**src/rtl/smart_counter_ud.sv**
```systemverilog
// smart_counter_ud: modulo-MODULUS digit counter for the clock/timer datapath.
// Steps up automatically once every TICKS_PER_STEP tick pulses and emits a
// registered carry on the automatic wrap, so digits can be cascaded. It can
// also be adjusted up/down from two debounced buttons with hold-to-repeat, and
// supports a synchronous parallel load.
//
// Ports:
//   clk        clock
//   rst        synchronous active-high reset
//   tick       timebase pulse (strobe or upstream carry)
//   en         enables automatic counting (buttons and load always work)
//   up_pos     press pulse of the up button
//   up_neg     release pulse of the up button
//   dn_pos     press pulse of the down button
//   dn_neg     release pulse of the down button
//   load       synchronous load strobe
//   load_val   value applied on load (out-of-range values load 0)
//   count      current value, registered
//   carry      one-cycle pulse on automatic wrap MODULUS-1 -> 0
//   repeating  high while the held button is auto-repeating
module smart_counter_ud #(
  parameter int unsigned MODULUS        = 60,
  parameter int unsigned WIDTH          = 8,
  parameter int unsigned TICKS_PER_STEP = 100000000,
  parameter int unsigned HOLD_DELAY     = 300000000,
  parameter int unsigned REPEAT_PERIOD  = 50000000
) (
  input  logic             clk,
  input  logic             rst,
  input  logic             tick,
  input  logic             en,
  input  logic             up_pos,
  input  logic             up_neg,
  input  logic             dn_pos,
  input  logic             dn_neg,
  input  logic             load,
  input  logic [WIDTH-1:0] load_val,
  output logic [WIDTH-1:0] count,
  output logic             carry,
  output logic             repeating
);

  localparam int unsigned HoldMax =
      (HOLD_DELAY > REPEAT_PERIOD) ? HOLD_DELAY : REPEAT_PERIOD;
  localparam int unsigned HoldW = (HoldMax > 1) ? $clog2(HoldMax) : 1;
  localparam int unsigned TickW = (TICKS_PER_STEP > 1) ? $clog2(TICKS_PER_STEP) : 1;

  localparam logic [WIDTH-1:0] MaxVal   = WIDTH'(MODULUS - 1);
  localparam logic [TickW-1:0] TickLast = TickW'(TICKS_PER_STEP - 1);
  localparam logic [HoldW-1:0] HoldLast = HoldW'(HOLD_DELAY - 1);
  localparam logic [HoldW-1:0] RepLast  = HoldW'(REPEAT_PERIOD - 1);
  // One extra bit so MODULUS == 2^WIDTH is representable.
  localparam logic [WIDTH:0]   ModExt   = (WIDTH + 1)'(MODULUS);

  localparam logic [1:0] StIdle   = 2'd0;
  localparam logic [1:0] StPress  = 2'd1;
  localparam logic [1:0] StRepeat = 2'd2;

  logic [1:0]       state_q, state_d;
  logic [WIDTH-1:0] count_q, count_d;
  logic             carry_q, carry_d;
  logic             rep_q, rep_d;
  logic [TickW-1:0] tick_cnt_q, tick_cnt_d;
  logic [HoldW-1:0] hold_cnt_q, hold_cnt_d;
  logic             dir_q, dir_d;

  logic             btn_step;
  logic             release_evt;
  logic             tick_go;
  logic             auto_step;
  logic [WIDTH-1:0] up_val;
  logic [WIDTH-1:0] dn_val;
  logic [WIDTH-1:0] load_sat;

  assign up_val   = (count_q == MaxVal) ? '0 : count_q + WIDTH'(1);
  assign dn_val   = (count_q == '0) ? MaxVal : count_q - WIDTH'(1);
  assign load_sat = ({1'b0, load_val} < ModExt) ? load_val : '0;

  // Only the button that started the press can end it.
  assign release_evt = dir_q ? up_neg : dn_neg;

  assign tick_go   = (state_q == StIdle) && en && tick;
  assign auto_step = tick_go && (tick_cnt_q == TickLast);

  // Button FSM; its step request may be overridden below by load/auto step,
  // but the state transition happens regardless.
  always_comb begin
    state_d    = state_q;
    hold_cnt_d = hold_cnt_q;
    dir_d      = dir_q;
    btn_step   = 1'b0;
    case (state_q)
      StIdle: begin
        if (up_pos && !dn_pos) begin
          btn_step   = 1'b1;
          dir_d      = 1'b1;
          hold_cnt_d = '0;
          state_d    = StPress;
        end else if (dn_pos && !up_pos) begin
          btn_step   = 1'b1;
          dir_d      = 1'b0;
          hold_cnt_d = '0;
          state_d    = StPress;
        end
      end
      StPress: begin
        if (release_evt) begin
          state_d = StIdle;
        end else if (hold_cnt_q == HoldLast) begin
          btn_step   = 1'b1;
          hold_cnt_d = '0;
          state_d    = StRepeat;
        end else begin
          hold_cnt_d = hold_cnt_q + HoldW'(1);
        end
      end
      StRepeat: begin
        if (release_evt) begin
          state_d = StIdle;
        end else if (hold_cnt_q == RepLast) begin
          btn_step   = 1'b1;
          hold_cnt_d = '0;
        end else begin
          hold_cnt_d = hold_cnt_q + HoldW'(1);
        end
      end
      default: begin
        state_d = StIdle;
      end
    endcase
  end

  // Datapath with priority load > automatic step > button step.
  always_comb begin
    count_d    = count_q;
    carry_d    = 1'b0;
    tick_cnt_d = tick_cnt_q;

    if (tick_go) begin
      tick_cnt_d = auto_step ? '0 : tick_cnt_q + TickW'(1);
    end

    if (load) begin
      count_d    = load_sat;
      tick_cnt_d = '0;
    end else if (auto_step) begin
      count_d = up_val;
      carry_d = (count_q == MaxVal);
    end else if (btn_step) begin
      count_d = dir_d ? up_val : dn_val;
    end

    rep_d = (state_d == StRepeat);
  end

  always_ff @(posedge clk) begin
    if (rst) begin
      state_q    <= StIdle;
      count_q    <= '0;
      carry_q    <= 1'b0;
      rep_q      <= 1'b0;
      tick_cnt_q <= '0;
      hold_cnt_q <= '0;
      dir_q      <= 1'b1;
    end else begin
      state_q    <= state_d;
      count_q    <= count_d;
      carry_q    <= carry_d;
      rep_q      <= rep_d;
      tick_cnt_q <= tick_cnt_d;
      hold_cnt_q <= hold_cnt_d;
      dir_q      <= dir_d;
    end
  end

  assign count     = count_q;
  assign carry     = carry_q;
  assign repeating = rep_q;

endmodule

```
**config.mk**
```make
export PLATFORM = sky130hd
export DESIGN_NAME = smart_counter_ud
export DESIGN_NICKNAME = d
export VERILOG_FILES = /design/src/rtl/smart_counter_ud.sv
export SDC_FILE = /design/constraint.sdc
export NUM_CORES = 1
export LEC_CHECK = 0
export BUFFER_PORTS_ARGS = -buffer_cell sky130_fd_sc_hd__buf_2
export CAP_MARGIN = 5
export CORE_MARGIN = 1.5
export CORE_UTILIZATION = 35
export CTS_BUF_LIST = sky130_fd_sc_hd__clkbuf_8
export CTS_CLUSTER_SIZE = 25
export DETAILED_ROUTE_END_ITERATION = 8
export HOLD_SLACK_MARGIN = 0.02
export SYNTH_ARGS = -nofsm -noshare
export SYNTH_HDL_FRONTEND = slang
export SYNTH_SLANG_ARGS = --single-unit
```
**constraint.sdc**
```tcl
create_clock -name clk -period 3.1 [get_ports clk]
set_input_delay 0.62 -clock clk [delete_from_list [all_inputs] [get_ports clk]]
set_output_delay 0.62 -clock clk [all_outputs]
set_load 0.02 [all_outputs]
```
* Word-level counts from Yosys, hierarchy flattened
Index checks and enable logic that the tools add are counted.
** Cells by class
- $add $sub $neg :: 4
- $lt $le $gt $ge :: 1
- Equality and inequality tests :: 10
- Multiplexer cells :: 32
- Bitwise gates (word level) :: 1
- Reduce and logical (&&, ||, !) cells :: 14
** Operators with widths (count)
- $mux 29 :: 6
- $pmux 29 s3 :: 1
- $mux 8 :: 7
- $add 29x1->29 const B :: 1
- $eq 29x26->1 const B :: 1
- $eq 29x29->1 const B :: 1
- $add 27x1->27 const B :: 1
- $eq 27x27->1 const B :: 1
- $mux 27 :: 1
- $mux 1 :: 10
- $mux 2 :: 5
- $add 8x1->8 const B :: 1
- $eq 8x6->1 const B :: 1
- $logic_not 8->1 :: 1
- $lt 8x6->1 const B :: 1
- $sub 8x1->8 const B :: 1
- $pmux 2 s3 :: 1
- $reduce_bool 3->1 :: 2
- $logic_and 1x1->1 :: 5
- $eq 2x2->1 const B :: 2
- $ne 2x2->1 const B :: 2
- $reduce_and 4->1 :: 1
- $ne 3x1->1 const B :: 1
- $pmux 1 s3 :: 1
- 6 further kinds :: 7
** Storage, ports and cells
- Flip-flop bits (word level) :: 69

* Longest topological paths before layout
Gate-level depths: netlist (run 1).
- Depth after elaboration :: 9
- Mapped depth :: 10
- Mapped depth without buffers :: 8

* Worst setup path before layout (run 1)
OpenSTA, ideal clock, no wires.
- Path kind :: reg2reg
- Start :: register state_q[0]
- End :: register hold_cnt_q[22]
- Setup time :: 0.070 ns
- Arrival :: 2.643 ns
- Slack :: 0.387 ns
- Cell stages (with the launch flop) :: 9
- Period minus slack after synthesis :: 2.713 ns
- Cell sequence :: dfxtp_1 -> inv_1 -> ha_1 -> or2_2 -> a221oi_2 -> nand2_1 -> a21oi_2 -> or4b_2 -> a21oi_1
** Between the ends
- Cells in the longest elaborated chain, start to end :: 3
- Elaborated cells on any way between the ends :: 9
- Classes of those cells :: eq/ne: 5; mux: 1; reduce/logical: 3
** RTL lines
- start, declared :: RTL line 59 : logic [1:0] state_q, state_d;
- start signal, assigned :: RTL line 158 : state_q <= StIdle;
- start signal, assigned :: RTL line 166 : state_q <= state_d;
- $eq 2x1->1, or another cell as far along :: RTL line 92 : case (state_q)
- $ne 2x2->1 (no line), or another cell as far along
- $reduce_and 4->1 (no line)
- end signal, assigned :: RTL line 171 : hold_cnt_q <= hold_cnt_d;
- end, declared :: RTL line 64 : logic [HoldW-1:0] hold_cnt_q, hold_cnt_d;
Parallel ways exist; a longest one is shown, timed or not.
A chain may end at the register's enable or synchronous reset.

* Final worst setup path (run 1)
- Start :: register hold_cnt_q[9]
- End :: register count_q[5], in the netlist count[5]
** Between the ends
- Cells in the longest elaborated chain, start to end :: 5
- Elaborated cells on any way between the ends :: 8
- Classes of those cells :: eq/ne: 2; mux: 5; reduce/logical: 1
** RTL lines
- $eq 29x26->1 / $eq 29x29->1 (equally long branches) :: RTL line 120, 109
- $mux 1, on equally long branches :: RTL line 120, 109
- $mux 1, on equally long branches :: RTL line 118, 107
- $pmux 1 s3 * :: RTL line 92
- $reduce_bool 3->1 (no line) *
- end signal, assigned :: RTL line 167 : count_q <= count_d;
- end, declared :: RTL line 60 : logic [WIDTH-1:0] count_q, count_d;
Every way passes the cells marked *; elsewhere a longest branch is shown, timed or not.

==> run_summary.xml, run 1 <==
<?xml version="1.0" encoding="UTF-8"?>
<metrics>
  <group name="setup_path">
    <metric name="worst-endpoint-required" unit="ns">3.31</metric>
    <metric name="cell_by_cell_trace_of_the_critical_path" unit="">or4_1 -&gt; or4_4 -&gt; o41a_1 -&gt; a21oi_4 -&gt; nand2b_1 -&gt; a311oi_1</metric>
    <metric name="critPathTopFamily" unit="">simple AND/OR/NAND/NOR gates</metric>
    <metric name="worstPathArrival" unit="ns">3.04</metric>
    <metric name="critical_path.startpoint" unit="">hold_cnt_q[9]</metric>
    <metric name="timing.critical_path.buf_inv" unit="">0</metric>
    <metric name="critPathKind" unit="">register to register</metric>
    <metric name="crit_path_top_delay_cell" unit="">or4_4</metric>
    <metric name="end_kind" unit="">register</metric>
    <metric name="startpoint_type" unit="">register</metric>
    <metric name="crit_path_max_fanout" unit="">9</metric>
    <metric name="critical_path.max_stage_delay" unit="ns">0.54</metric>
    <metric name="worst_r2r_startpoint" unit="">hold_cnt_q[9]</metric>
  </group>
  <group name="worst_hold_path">
    <metric name="holdCritStartpoint" unit="">hold_cnt_q[15]</metric>
    <metric name="hold_crit_path_type" unit="">register to register</metric>
  </group>
  <group name="floorplanning">
    <metric name="coreArea" unit="um2">10800</metric>
    <metric name="die_x" unit="um">108</metric>
    <metric name="placement_rows" unit="">38</metric>
    <metric name="fp.dieArea" unit="um2">11700</metric>
    <metric name="io_pins" unit="">27</metric>
    <metric name="initial_core_utilization" unit="%">35.8</metric>
    <metric name="fp.dieH" unit="um">108</metric>
  </group>
  <group name="sta">
    <metric name="clock_period_minus_worst_slack" unit="ns">2.83</metric>
    <metric name="rsz0062_at_grt" unit="">no</metric>
    <metric name="worst_pin_slew" unit="ns">0.754</metric>
    <metric name="slew_headroom" unit="%">49.6</metric>
    <metric name="period_share" unit="%">91.3</metric>
    <metric name="max_clock_freq" unit="GHz">0.354</metric>
    <metric name="final-setup-viol-count" unit="">0</metric>
    <metric name="fin_setup_tns" unit="ns">0</metric>
    <metric name="clock_skew" unit="ns">0.0163</metric>
    <metric name="count_of_endpoints_failing_hold_in_the_final_timing_report" unit="">0</metric>
    <metric name="hold_slack" unit="ns">0.498</metric>
    <metric name="maxSlewViolCount" unit="">0</metric>
  </group>
  <group name="drt">
    <metric name="drt.antenna.violating_nets" unit="">0</metric>
    <metric name="routed_met3_length" unit="um">361</metric>
    <metric name="drt_drc_violations_left" unit="">0</metric>
    <metric name="wl_met1" unit="um">4570</metric>
    <metric name="route.met2.wl" unit="um">4450</metric>
    <metric name="via_count_of_the_routed_design" unit="">3624</metric>
    <metric name="totalWireLength" unit="um">9440</metric>
    <metric name="drt_first_iter_violations" unit="">242</metric>
    <metric name="drt_pass1_iterations" unit="">4</metric>
    <metric name="post_drt_wl_per_cell" unit="um">14.5</metric>
    <metric name="post_drt_via_cell_ratio" unit="">5.56</metric>
    <metric name="maxUsedRoutingLayer" unit="">met4</metric>
  </group>
  <group name="cells_and_area">
    <metric name="diodes" unit="">0</metric>
    <metric name="layout-drive-gt1-share" unit="%">12.7</metric>
    <metric name="finish.utilization" unit="%">40.9</metric>
    <metric name="nets" unit="">536</metric>
    <metric name="mostFrequentLayoutCells" unit="">dfxtp_1, nor2_1, nand2_1</metric>
    <metric name="mostFrequentLayoutCell" unit="">dfxtp_1</metric>
    <metric name="flow.area_growth_from_synthesis" unit="%">14.2</metric>
    <metric name="fin_cells" unit="">652</metric>
  </group>
  <group name="synthesis">
    <metric name="yosysTopAreaCell" unit="">dfxtp_1</metric>
    <metric name="area_fraction_of_the_dominant_cell_type_after_synthesis" unit="%">35.6</metric>
    <metric name="sequential_fraction_of_the_synthesis_area" unit="%">35.6</metric>
    <metric name="yosys_most_used_dff" unit="">dfxtp_1</metric>
    <metric name="post_synth_cell_types" unit="">60</metric>
    <metric name="synth.yosys.warnings" unit="">0</metric>
    <metric name="yosys-top-cells-area" unit="">dfxtp_1, nor2_1, xor2_1</metric>
    <metric name="post_synth.cell_area_avg" unit="um2">8.18</metric>
    <metric name="post_synth_instance_area" unit="um2">3880</metric>
    <metric name="syn-instance-count" unit="">475</metric>
    <metric name="synth_seq_cells" unit="">69</metric>
    <metric name="synth_edf_count" unit="">0</metric>
    <metric name="mappedNetlistNets" unit="">504</metric>
    <metric name="ys_async_sr_fraction" unit="%">0</metric>
  </group>
  <group name="placed_design">
    <metric name="number_of_buffers_inserted_by_port_buffering" unit="">26</metric>
    <metric name="numPlacedInstances" unit="">636</metric>
    <metric name="post-dp-hpwl" unit="um">6910</metric>
    <metric name="globalplace.congestion" unit="">0.844</metric>
  </group>
  <group name="pwr">
    <metric name="total_power" unit="W">0.00204</metric>
    <metric name="ir_drop" unit="uV">203</metric>
    <metric name="static-leakage-power" unit="nW">1.52</metric>
    <metric name="powerDensity" unit="nW/um2">459</metric>
  </group>
  <group name="clock_tree">
    <metric name="postCtsSetupRepairBufs" unit="">0</metric>
    <metric name="htree_num_levels" unit="">3</metric>
    <metric name="tritoncts.num_buffers" unit="">9</metric>
    <metric name="clkSinkCount" unit="">69</metric>
    <metric name="clock_latency" unit="ns">0.34</metric>
    <metric name="cts_tree" unit="">built</metric>
    <metric name="clk_root_buffer_cell" unit="">clkbuf_8</metric>
    <metric name="clkSlewWorstSetupHoldPaths" unit="ns">0.09</metric>
    <metric name="max-clock-path-buffers" unit="">2</metric>
  </group>
  <group name="flow_run">
    <metric name="cap_viol_max_count" unit="">0</metric>
  </group>
  <group name="global_routing">
    <metric name="pin_count_of_the_biggest_net_entering_global_routing" unit="">25</metric>
    <metric name="antenna_violations_before_repair" unit="">0</metric>
    <metric name="grt_use_total" unit="%">16.9</metric>
    <metric name="grt_first_pass_wirelength" unit="um">15900</metric>
    <metric name="grt_pass1_vias" unit="">3362</metric>
    <metric name="overflow" unit="">0</metric>
  </group>
  <group name="outcome">
    <metric name="run_status" unit="">completed</metric>
  </group>
</metrics>
## area by class of cell
class                   count  area (um2)
clock buffers               9         124
clock inverters             7        97.6
fillers                  1115        6400
inverters                  16        60.1
multi-input cells         372        2370
flip-flops and latches     69        1380
well taps                 140         175
repair buffers             39         228
## worst reg2reg max path: stages (launching register included)
cell,delay [ns]
dfxtp_1,0.39
or4_1,0.53
or4_4,0.54
o41a_1,0.45
a21oi_4,0.28
nand2b_1,0.36
a311oi_1,0.14
## metrics by stage
| step | worst slack (ns) | area (um2) |
|---|---|---|
| after global placement | 0.262 | 4210 |
| after floorplan | 0.387 | 3880 |
| after global routing | 0.0943 | 4440 |
| after CTS | 0.100 | 4430 |
| final | 0.271 | 4440 |
| after detailed placement | 0.0888 | 4210 |
## routing by layer
layer	vias up	global-route usage [%]
met2	70	27.8
met3	8	3.56
met4	0	4.14
met1	1722	22.6
met5	-	0
li1	1824	-
## logic make-up after synthesis
logic type               after synthesis  synth area share (%)
AND/OR/NAND/NOR                      222                  29.8
AO/OA/AOI/OAI                         94                  17.2
flip-flops                            69                  35.6
XOR/XNOR                              41                  9.24
buffers and inverters                 34                  3.57
adder cells (fa/ha/maj)               12                  3.86
multiplexers                           3                 0.805
## registers in the layout, indices dropped and copies added (netlist names)
signal and cells:
carry 1, repeating 1, state_q 2, count 8
dir_q 1, tick_cnt_q 27, hold_cnt_q 29
## cell usage after synthesis, types with 8 or more instances
cell type	instances
a31oi_1	10
clkbuf_1	13
dfxtp_1	69
nor2_1	53
nand4_1	17
and3_1	11
nor4_1	11
nor3_1	21
o21ai_0	13
xnor2_1	19
xor2_1	22
or3_1	9
and2_1	8
ha_1	12
nand3_1	26
a21oi_1	21
nand2_1	37
inv_1	16
## final timing paths
check	to	slack (ns)	cells past startpoint
worst min register to register	hold_cnt_q[15]	0.50	1
worst min-delay path	hold_cnt_q[15]	0.50	1
worst max register to register	count[5]	0.27	6
worst max-delay path	count[5]	0.27	6
## power breakdown
group	leakage (nW)	switching [W]	internal (W)	total, W
combinational	0.859	0.000168	0.000107	0.000275
clock	0.106	0.000370	0.000456	0.000826
sequential	0.558	0.0000360	0.000900	0.000936
## what timing repair did
item | 4_1_cts | 5_1_grt
hold buffers | 0 | 0
setup endpoints to repair | 0 | 8
resized for setup | 0 | 1
No activity file was read; power rests on OpenSTA's default activity.
==> inputs of run 2 (changes only) <==
- PLACE_DENSITY: not set -> 0.62
- RECOVER_POWER: not set -> 50
==> run_summary.xml, run 2 (synthesized netlist as in run 1, its figures left out) <==
<?xml version="1.0" encoding="UTF-8"?>
<metrics>
  <group name="setup_path">
    <metric name="worst-endpoint-required" unit="ns">3.37</metric>
    <metric name="critical_path.max_stage_delay" unit="ns">0.69</metric>
    <metric name="critPathKind" unit="">register to register</metric>
    <metric name="startpoint_type" unit="">register</metric>
    <metric name="crit_path_max_fanout" unit="">19</metric>
    <metric name="worst_r2r_startpoint" unit="">state_q[0]</metric>
    <metric name="crit_path_top_delay_cell" unit="">a211oi_4</metric>
    <metric name="worstPathArrival" unit="ns">3.13</metric>
    <metric name="critical_path.startpoint" unit="">state_q[0]</metric>
    <metric name="cell_by_cell_trace_of_the_critical_path" unit="">inv_1 -&gt; ha_1 -&gt; or2_2 -&gt; a221oi_2 -&gt; nand2_1 -&gt; a211oi_4 -&gt; o21ai_0 -&gt; a31oi_1</metric>
    <metric name="end_kind" unit="">register</metric>
  </group>
  <group name="clock_tree">
    <metric name="tritoncts.num_buffers" unit="">9</metric>
    <metric name="htree_num_levels" unit="">3</metric>
    <metric name="clock_latency" unit="ns">0.35</metric>
    <metric name="postCtsSetupRepairBufs" unit="">0</metric>
    <metric name="cts-resized-gates" unit="">0</metric>
    <metric name="cts-hold-fix-buffers" unit="">0</metric>
    <metric name="clkSlewWorstSetupHoldPaths" unit="ns">0.08</metric>
    <metric name="clk_root_buffer_cell" unit="">clkbuf_8</metric>
    <metric name="clkSinkCount" unit="">69</metric>
    <metric name="max-clock-path-buffers" unit="">2</metric>
    <metric name="cts_tree" unit="">built</metric>
  </group>
  <group name="global_routing">
    <metric name="met1_usage" unit="%">23.9</metric>
    <metric name="grt.met2_usage" unit="%">26.8</metric>
    <metric name="grt_use_total" unit="%">17.4</metric>
    <metric name="top_usage_layer" unit="">met2</metric>
    <metric name="pin_count_of_the_biggest_net_entering_global_routing" unit="">25</metric>
    <metric name="gr_util_met3" unit="%">3.98</metric>
    <metric name="grt_first_pass_wirelength" unit="um">16200</metric>
    <metric name="grt_pass1_vias" unit="">3416</metric>
    <metric name="overflow" unit="">0</metric>
    <metric name="antenna_violations_before_repair" unit="">0</metric>
  </group>
  <group name="sta">
    <metric name="final-setup-viol-count" unit="">0</metric>
    <metric name="clock_period_minus_worst_slack" unit="ns">2.86</metric>
    <metric name="count_of_endpoints_failing_hold_in_the_final_timing_report" unit="">0</metric>
    <metric name="worst_pin_slew" unit="ns">0.766</metric>
    <metric name="clock_skew" unit="ns">0.00973</metric>
    <metric name="slew_headroom" unit="%">48.7</metric>
    <metric name="maxSlewViolCount" unit="">0</metric>
    <metric name="fin_setup_tns" unit="ns">0</metric>
    <metric name="max_clock_freq" unit="GHz">0.350</metric>
    <metric name="period_share" unit="%">92.2</metric>
  </group>
  <group name="drt">
    <metric name="via_count_of_the_routed_design" unit="">3649</metric>
    <metric name="post_drt_wl_per_cell" unit="um">14.8</metric>
    <metric name="post_drt_via_cell_ratio" unit="">5.59</metric>
    <metric name="drt_drc_violations_left" unit="">0</metric>
    <metric name="drt.antenna.violating_nets" unit="">0</metric>
    <metric name="drt_first_iter_violations" unit="">249</metric>
    <metric name="totalWireLength" unit="um">9700</metric>
    <metric name="drt_pass1_iterations" unit="">4</metric>
  </group>
  <group name="floorplanning">
    <metric name="placement_rows" unit="">38</metric>
    <metric name="fp.dieH" unit="um">108</metric>
    <metric name="initial_core_utilization" unit="%">35.8</metric>
    <metric name="coreArea" unit="um2">10800</metric>
    <metric name="fp.dieArea" unit="um2">11700</metric>
    <metric name="die_x" unit="um">108</metric>
    <metric name="io_pins" unit="">27</metric>
  </group>
  <group name="cells_and_area">
    <metric name="mostFrequentLayoutCells" unit="">dfxtp_1, nor2_1, nand2_1</metric>
    <metric name="flow.area_growth_from_synthesis" unit="%">14.3</metric>
    <metric name="nets" unit="">537</metric>
    <metric name="register_area" unit="um2">1380</metric>
    <metric name="finish.utilization" unit="%">41.0</metric>
    <metric name="multi_input_area" unit="um2">2370</metric>
    <metric name="number_of_flip_flops_in_the_largest_register" unit="">29</metric>
    <metric name="mostFrequentLayoutCell" unit="">dfxtp_1</metric>
    <metric name="layout-drive-gt1-share" unit="%">10.1</metric>
    <metric name="diodes" unit="">0</metric>
    <metric name="fillerInstances" unit="">1107</metric>
    <metric name="top_register" unit="">hold_cnt_q</metric>
    <metric name="post-route-cell-area" unit="um2">4440</metric>
  </group>
  <group name="placed_design">
    <metric name="globalplace.congestion" unit="">0.908</metric>
    <metric name="number_of_buffers_inserted_by_port_buffering" unit="">26</metric>
    <metric name="post-dp-hpwl" unit="um">6920</metric>
    <metric name="placed_area" unit="um2">4220</metric>
  </group>
  <group name="pwr">
    <metric name="ir_drop" unit="uV">319</metric>
    <metric name="static-leakage-power" unit="nW">1.50</metric>
    <metric name="total_power" unit="W">0.00212</metric>
    <metric name="powerDensity" unit="nW/um2">477</metric>
  </group>
  <group name="flow_run">
    <metric name="cap_viol_max_count" unit="">0</metric>
  </group>
  <group name="outcome">
    <metric name="run_status" unit="">completed</metric>
  </group>
  <group name="worst_hold_path">
    <metric name="holdCritStartpoint" unit="">hold_cnt_q[15]</metric>
    <metric name="hold_crit_path_type" unit="">register to register</metric>
  </group>
</metrics>
run 2: layout make-up:
class / count / area share, %
clock inverter: 6 / 2.51
multi-input combinational: 372 / 53.3
inverter: 16 / 1.35
timing repair buffer: 40 / 4.68
clock buffer: 10 / 3.10
tap: 140 / 3.94
sequential: 69 / 31.1
run 2: routing by layer:
| layer | vias to the layer above | wire, um |
|---|---|---|
| met2 | 67 | 4360 |
| li1 | 1820 | - |
| met5 | - | 0 |
| met3 | 16 | 373 |
| met4 | 0 | 126 |
| met1 | 1746 | 4830 |
run 2: final timing paths:
kind | to | slack, ns | cells after the start
setup / recovery | hold_cnt_q[24] | 0.24 | 8
hold reg to reg | hold_cnt_q[15] | 0.49 | 1
setup reg to reg | hold_cnt_q[24] | 0.24 | 8
hold / removal | hold_cnt_q[15] | 0.49 | 1
run 2: report_power, final:
part / switching [W] / internal (W)
combinational: 0.000176 / 0.000104
sequential: 0.0000336 / 0.000900
clock: 0.000350 / 0.000556
run 2: critical path, delay by kind of cell (launching register included):
family | cells | cell delay, ns
and+or+nand+nor | 2 | 0.52
DFF | 1 | 0.43
adders and majority gates | 1 | 0.26
buffers and inverters | 1 | 0.11
AOI/OAI and AO/OA | 4 | 1.46
run 2: metrics by stage:
| step | setup slack, ns | std cells | hold WS (ns) |
|---|---|---|---|
| floorplan | 0.387 | 475 | 0.452 |
| global placement | 0.277 | 637 | 0.467 |
| detailed placement | 0.128 | 637 | 0.473 |
| CTS | 0.0505 | 653 | 0.492 |
| global route | -0.00107 | 653 | 0.519 |
| finish | 0.241 | 653 | 0.490 |
==> inputs of run 3 (changes only) <==
- ABC_AREA: not set -> 1
==> run_summary.xml, run 3 <==
<?xml version="1.0" encoding="UTF-8"?>
<metrics>
  <group name="synthesis">
    <metric name="synth_seq_cells" unit="">69</metric>
    <metric name="yosysTopAreaCell" unit="">dfxtp_1</metric>
    <metric name="post_synth_most_frequent_cells" unit="">nand2_1, inv_1, nor2_1, dfxtp_1, nand3_1</metric>
    <metric name="post_synth.cell_area_avg" unit="um2">6.44</metric>
    <metric name="area_fraction_of_the_dominant_cell_type_after_synthesis" unit="%">29.4</metric>
    <metric name="yosys-top-cells-area" unit="">dfxtp_1, nand2_1, inv_1</metric>
    <metric name="post_synth_instance_area" unit="um2">4700</metric>
    <metric name="synth.yosys.warnings" unit="">0</metric>
    <metric name="syn-instance-count" unit="">729</metric>
    <metric name="synth_edf_count" unit="">0</metric>
    <metric name="sequential_fraction_of_the_synthesis_area" unit="%">29.4</metric>
    <metric name="post_synth_cell_types" unit="">38</metric>
    <metric name="mappedNetlistNets" unit="">758</metric>
    <metric name="synth.most_common_cell" unit="">nand2_1</metric>
    <metric name="ys_async_sr_fraction" unit="%">0</metric>
    <metric name="yosys_most_used_dff" unit="">dfxtp_1</metric>
  </group>
  <group name="cells_and_area">
    <metric name="layout-drive-gt1-share" unit="%">10.3</metric>
    <metric name="top_register" unit="">hold_cnt_q</metric>
    <metric name="number_of_flip_flops_in_the_largest_register" unit="">29</metric>
    <metric name="nets" unit="">785</metric>
    <metric name="fin_cells" unit="">936</metric>
    <metric name="fillerInstances" unit="">1397</metric>
    <metric name="mostFrequentLayoutCells" unit="">nand2_1, inv_1, nor2_1</metric>
    <metric name="flow.area_growth_from_synthesis" unit="%">8.87</metric>
    <metric name="mostFrequentLayoutCell" unit="">nand2_1</metric>
    <metric name="diodes" unit="">0</metric>
  </group>
  <group name="floorplanning">
    <metric name="initial_core_utilization" unit="%">35.6</metric>
    <metric name="fp.dieH" unit="um">119</metric>
    <metric name="placement_rows" unit="">42</metric>
    <metric name="fp.dieArea" unit="um2">14100</metric>
    <metric name="coreArea" unit="um2">13200</metric>
    <metric name="io_pins" unit="">27</metric>
    <metric name="die_x" unit="um">119</metric>
  </group>
  <group name="drt">
    <metric name="drt_pass1_iterations" unit="">6</metric>
    <metric name="drt_first_iter_violations" unit="">359</metric>
    <metric name="drt_drc_violations_left" unit="">0</metric>
    <metric name="drt.antenna.violating_nets" unit="">0</metric>
    <metric name="post_drt_via_cell_ratio" unit="">4.88</metric>
    <metric name="post_drt_wl_per_cell" unit="um">11.9</metric>
    <metric name="via_count_of_the_routed_design" unit="">4565</metric>
    <metric name="totalWireLength" unit="um">11200</metric>
  </group>
  <group name="global_routing">
    <metric name="antenna_violations_before_repair" unit="">0</metric>
    <metric name="grt_first_pass_wirelength" unit="um">19300</metric>
    <metric name="pin_count_of_the_biggest_net_entering_global_routing" unit="">26</metric>
    <metric name="overflow" unit="">0</metric>
    <metric name="grt_pass1_vias" unit="">4194</metric>
    <metric name="grt_use_total" unit="%">16.6</metric>
  </group>
  <group name="sta">
    <metric name="rsz0062_at_grt" unit="">no</metric>
    <metric name="worst_pin_slew" unit="ns">0.819</metric>
    <metric name="period_share" unit="%">78.3</metric>
    <metric name="maxSlewViolCount" unit="">0</metric>
    <metric name="max_clock_freq" unit="GHz">0.412</metric>
    <metric name="clock_period_minus_worst_slack" unit="ns">2.43</metric>
    <metric name="slew_headroom" unit="%">45.4</metric>
    <metric name="clock_skew" unit="ns">0.0221</metric>
    <metric name="hold_slack" unit="ns">0.499</metric>
    <metric name="count_of_endpoints_failing_hold_in_the_final_timing_report" unit="">0</metric>
    <metric name="fin_setup_tns" unit="ns">0</metric>
    <metric name="final-setup-viol-count" unit="">0</metric>
  </group>
  <group name="clock_tree">
    <metric name="cts-resized-gates" unit="">0</metric>
    <metric name="tritoncts.num_buffers" unit="">9</metric>
    <metric name="clkSlewWorstSetupHoldPaths" unit="ns">0.07</metric>
    <metric name="postCtsSetupRepairBufs" unit="">0</metric>
    <metric name="max-clock-path-buffers" unit="">2</metric>
    <metric name="clock_latency" unit="ns">0.37</metric>
    <metric name="htree_num_levels" unit="">3</metric>
    <metric name="clk_root_buffer_cell" unit="">clkbuf_8</metric>
    <metric name="clkSinkCount" unit="">69</metric>
    <metric name="cts_tree" unit="">built</metric>
    <metric name="cts-hold-fix-buffers" unit="">0</metric>
  </group>
  <group name="placed_design">
    <metric name="post-dp-hpwl" unit="um">8420</metric>
    <metric name="number_of_buffers_inserted_by_port_buffering" unit="">26</metric>
    <metric name="numPlacedInstances" unit="">921</metric>
    <metric name="globalplace.congestion" unit="">0.897</metric>
  </group>
  <group name="setup_path">
    <metric name="startpoint_type" unit="">register</metric>
    <metric name="worstPathArrival" unit="ns">2.73</metric>
    <metric name="end_kind" unit="">register</metric>
    <metric name="critical_path.max_stage_delay" unit="ns">0.43</metric>
    <metric name="crit_path_top_delay_cell" unit="">inv_1</metric>
    <metric name="crit_path_max_fanout" unit="">15</metric>
    <metric name="worst_r2r_startpoint" unit="">state_q[0]</metric>
    <metric name="cell_by_cell_trace_of_the_critical_path" unit="">inv_1 -&gt; ha_1 -&gt; inv_1 -&gt; nor2_1 -&gt; nor2_1 -&gt; nand2_2 -&gt; inv_4 -&gt; nand2_1 -&gt; inv_1 -&gt; nand2_1 -&gt; nand2_1 -&gt; nand2_2 -&gt; nor2_1</metric>
    <metric name="critical_path.startpoint" unit="">state_q[0]</metric>
    <metric name="worst-endpoint-required" unit="ns">3.40</metric>
    <metric name="critPathKind" unit="">register to register</metric>
  </group>
  <group name="worst_hold_path">
    <metric name="hold_crit_path_type" unit="">register to register</metric>
    <metric name="holdCritStartpoint" unit="">hold_cnt_q[1]</metric>
  </group>
  <group name="pwr">
    <metric name="static-leakage-power" unit="nW">1.99</metric>
    <metric name="ir_drop" unit="uV">262</metric>
    <metric name="powerDensity" unit="nW/um2">390</metric>
    <metric name="total_power" unit="W">0.00200</metric>
  </group>
  <group name="outcome">
    <metric name="run_status" unit="">completed</metric>
  </group>
  <group name="flow_run">
    <metric name="cap_viol_max_count" unit="">0</metric>
  </group>
</metrics>
## run 3: changes by cell type after synthesis, moves of 13 or more
cell	delta
nor2_1	+34
nand2_1	+140
nand3_1	+39
a21oi_1	+30
inv_1	+74
nand2_2	+13
## run 3: where the power goes
part	leakage, nW	switching [W]	internal [W]
clock	0.0988	0.000353	0.000408
combinational	1.34	0.000211	0.0000976
sequential	0.558	0.0000245	0.000901
total	1.99	0.000589	0.00141
## run 3: cells by family after synthesis
logic type | count (synthesis) | share of synthesized area [%]
flip-flops | 69 | 29.4
AND/OR/NAND/NOR | 431 | 43.9
adder cells (fa/ha/maj) | 12 | 3.20
XOR/XNOR | 18 | 3.36
AO/OA/AOI/OAI | 91 | 10.4
buffers and inverters | 108 | 9.72
## run 3: worst max-delay path, delay by kind of cell, from the launching register on
kind	cells	cell delay, ns
fa+ha+maj	1	0.26
simple gates	8	0.94
flops	1	0.42
buf+inv	4	0.74
## run 3: path summary, 6_finish.rpt
path	slack, ns	cells past startpoint	endpoint
worst min-delay path	0.50	2	hold_cnt_q[1]
worst max-delay path	0.67	13	hold_cnt_q[27]
worst min register to register	0.50	2	hold_cnt_q[1]
worst max register to register	0.67	13	hold_cnt_q[27]
## run 3: final cells by class
cell class,count,area (um2),area share [%]
clock buffer,11,151,2.96
clock inverter,4,48.8,0.954
inverter,97,370,7.24
multi-input combinational,552,2820,55.1
sequential,69,1380,27.0
tap,176,220,4.31
timing repair buffer,27,125,2.45
## run 3: per-stage QoR
step | setup slack [ns] | area, um2 | util (%)
global placement | 0.896 | 4970 | 37.7
finish | 0.671 | 5110 | 38.8
global route | 0.372 | 5110 | 38.8
detailed placement | 0.842 | 4970 | 37.7
CTS | 0.880 | 5170 | 39.2
floorplan | 1.27 | 4700 | -
## run 3: routing by layer
metal	GRT usage [%]	up-vias	share of wire, %
li1	-	2423	-
met1	22.0	2047	51
met2	27.1	84	44
met3	3.93	11	3.5
met4	4.89	0	1.3
met5	0	-	0
